## config.mk

```make
export PLATFORM = sky130hd
export DESIGN_NAME = random_bit_generator
export DESIGN_NICKNAME = d
export VERILOG_FILES = /design/src/rtl/random_bit_generator.sv
export SDC_FILE = /design/constraint.sdc
export NUM_CORES = 1
export LEC_CHECK = 0
export BUFFER_PORTS_ARGS = -buffer_cell sky130_fd_sc_hd__buf_2
export CORE_AREA = 2 2 39 41
export CTS_BUF_LIST = sky130_fd_sc_hd__clkbuf_8
export CTS_CLUSTER_SIZE = 16
export DETAILED_ROUTE_END_ITERATION = 7
export DIE_AREA = 0 0 41 43
export GPL_TIMING_DRIVEN = 0
export PLACE_DENSITY = 0.3
export SYNTH_ARGS = -nofsm -noshare
export SYNTH_HDL_FRONTEND = slang
export SYNTH_SLANG_ARGS = --single-unit
export TNS_END_PERCENT = 5
```

## constraint.sdc

```tcl
create_clock -name clk -period 0.8 [get_ports clk]
set_input_delay 0.12 -clock clk [delete_from_list [all_inputs] [get_ports clk]]
set_output_delay 0.12 -clock clk [all_outputs]
set_load 0.1 [all_outputs]
```

## src/rtl/random_bit_generator.sv

```systemverilog
// rtl/random_bit_generator.sv - Fibonacci LFSR pseudo-random bit source with selectable PRBS polynomial
module random_bit_generator #(
    parameter int          PRBS_ORDER = 7,
    parameter logic [31:0] SEED       = 32'd1
) (
    output logic rand_bit,
    input  logic clk,
    input  logic reset
);

    // Unsupported orders fall back to PRBS7.
    localparam int W = (PRBS_ORDER == 9 || PRBS_ORDER == 15 ||
                        PRBS_ORDER == 23 || PRBS_ORDER == 31) ? PRBS_ORDER : 7;

    localparam int TAP_B = (W == 9)  ? 5  :
                           (W == 15) ? 14 :
                           (W == 23) ? 18 :
                           (W == 31) ? 28 : 6;

    localparam logic [W-1:0] SEED_T   = SEED[W-1:0];
    localparam logic [W-1:0] SEED_EFF = (SEED_T == '0) ? W'(1) : SEED_T;

    logic [W-1:0] state;

    // The leading tap is always the MSB, so feedback is state[W-1] ^ state[TAP_B-1].
    always_ff @(posedge clk) begin
        if (reset) begin
            state <= SEED_EFF;
        end else if (state == '0) begin
            state <= W'(1);
        end else begin
            state <= {state[W-2:0], state[W-1] ^ state[TAP_B-1]};
        end
    end

    assign rand_bit = state[W-1];

endmodule

```

==> flow_metrics.tcl <==
set metrics [dict create \
    status "finished, violations left" \
    violations "setup timing" \
    syn_area_um2 205 \
    endpoint_kind "output pin" \
    port_buffers 2 \
    r2r_slack_ps -40 \
    max_cap_violations 0 \
    drive_gt1_share_pct 34.8 \
    gp_congestion 0.585 \
    clock_sinks 7 \
    grt_overflow 0 \
    path_delay_family "flip-flops" \
    die_area_um2 1760 \
    p_per_area_nw_per_um2 2830 \
    ctsHoldBuffers 0 \
    rows 14 \
    design.core.area_um2 1380 \
    path_max_fanout 2 \
    crit_slowest_cell "dfxtp_4" \
    reg2reg_to "state[0]" \
    largest_register "state" \
    place_hpwl_um 205 \
    vias 136 \
    grt_pass1_wl_um 538 \
    grt_pass1_vias 134 \
    worstSetupPathType "flip-flop to output pin" \
    start_util_pct 14.8 \
    htree_levels 1 \
    finalMaxSlewViolations 0 \
    min_path_type "primary input to flip-flop" \
    leakagePower_uw 0.000131 \
    critical_path_buf_inv_count 1 \
    ir_worst_vdd_mv 1.44 \
    synthCells 17 \
    viasPerCell 3.49 \
    synth_cell_types 6 \
    largest_reg_flops 7 \
    yosys-top-cells-area "dfxtp_1 68%, nor2b_1 18%, a211o_1 4.3%" \
    finalCritPeriodShare_pct 108 \
    cp-endpoint "rand_bit" \
    finalSetupViolCount 2 \
    synth.largest_area_cell "dfxtp_1" \
    wl_per_cell_um 7.44 \
    cts_tree "done" \
    clk_latency_ps 220 \
    ff2ff_path_depth 2 \
    period_needed_ps 862 \
    synth_common_cells "7 x dfxtp_1, 6 x nor2b_1" \
    worst_slack_ps -61.6 \
    arrival_ps 740 \
    synth.most_common_cell "dfxtp_1" \
    nets 26 \
    seq_area_frac_synth_pct 68.3 \
    drtPass1Iterations 4 \
    clkTransAtPathRegs_ps 40 \
    final_util_pct 22.2 \
    cp_cell_sequence "buf_12" \
    fillers 145 \
    synthArstFlopShare_pct 0 \
    relSlewSlack_pct 86.1 \
    rsz0062_at_grt "yes" \
    cts_setup_buffers 0 \
    worst_pin_slew_ps 207 \
    diodes 0 \
    drt_iter0_drc 3 \
    yosysWarnings 0 \
    area_delta_synth_final_pct 49.4 \
    cts_buffers 3 \
    r2r_start "state[6]" \
    cts_root_buffer "clkbuf_8" \
    crit_path_start_kind "flip-flop" \
    io_pins 3 \
    yosysTopAreaCellShare_pct 68.3 \
    syn_area_per_cell_um2 12.1 \
    drc_errors 0 \
    synth_flop_cell "dfxtp_1" \
    worst-path-stages 1 \
    cp-startpoint "state[6]" \
    synth_edf_count 0 \
    power_uw 866 \
    antenna_found_initial 0 \
    grt_max_degree 8 \
    required_ps 680 \
    cpPeakStageDelay_ps 350 \
    syn-num-nets 19 \
    clock_path_buffers 2 \
    dpl_cell_area_um2 239 \
    fmaxAchievable_mhz 1160 \
    ys_ff_latch 7 \
    postRouteAntennaNets 0 \
    fp.dieH_um 43 \
    whs_ps 141 \
    design_area_um2 307 \
    top_regs "state (7)" \
    wirelength_um 290 \
    clock_skew_ps 1.81 \
    grt_usage_pct 5.33 \
    die_w_um 41 \
    hold_viol 0 \
]
[how the worst min path moves through the flow]
stage	start	to	slack [ps]	depth (start not counted)
2_1_floorplan	reset	state[6]	180	1
3_3_place_gp	reset	state[6]	370	2
3_5_place_dp	reset	state[6]	370	2
4_1_cts	reset	state[6]	130	2
5_1_grt	reset	state[5]	150	2
6_report	reset	state[6]	140	2
[cell usage in the layout, fill, tap and decap left out]
cell and n:
xor2_1 1, inv_1 1, nor2b_1 6, nor2_1 1, dfxtp_4 1, buf_12 1, nor4_2 1, dfxtp_1 5
clkbuf_8 3, buf_2 1, dfxtp_2 1, a211o_1 1
[stage by stage]
stage	TNS [ps]	setup WS (ps)	std cells
2_1_floorplan	-155	-155	17
3_3_place_gp	-109	-58.0	35
3_5_place_dp	-112	-62.0	35
4_1_cts	-116	-73.0	39
5_1_grt	-158	-86.7	39
6_report	-103	-61.6	39
[timing repair]
action                     4_1_cts  5_1_grt
gates cloned                     0        0
pin swaps                        0        0
gates resized for setup          6        0
setup endpoints to repair        2        2
[layout make-up]
type	count	area, um2	share of cell area, %
flip-flops and latches	7	145	47.3
multi-input cells	10	71.3	23.3
clock buffers	3	41.3	13.5
repair buffers	2	25.0	8.16
well taps	16	20.0	6.53
clock inverters	1	3.75	1.22
[logic make-up after synthesis]
family          Yosys count  synth area share (%)
flops                     7                  68.3
simple gates              8                  23.2
compound gates            1                  4.27
xor+xnor                  1                  4.27
[routing by layer]
metal / share of wire, % / GRT usage, % / vias to the layer above / wire length (um)
met4: 0 / 4.00 / 0 / 0
met2: 43 / 5.00 / 4 / 125
met5: 0 / 0 / - / 0
met3: 9.0 / 6.28 / 0 / 26
li1: - / - / 67 / -
met1: 48 / 6.15 / 65 / 139
[report_power, final]
group,switching (uW),internal (uW),leakage (uW),total [uW]
sequential,8.18,364,0.0000588,372
combinational,14.0,17.7,0.0000451,31.6
clock,132,330,0.0000269,462
No activity file was read; power rests on OpenSTA's default activity.
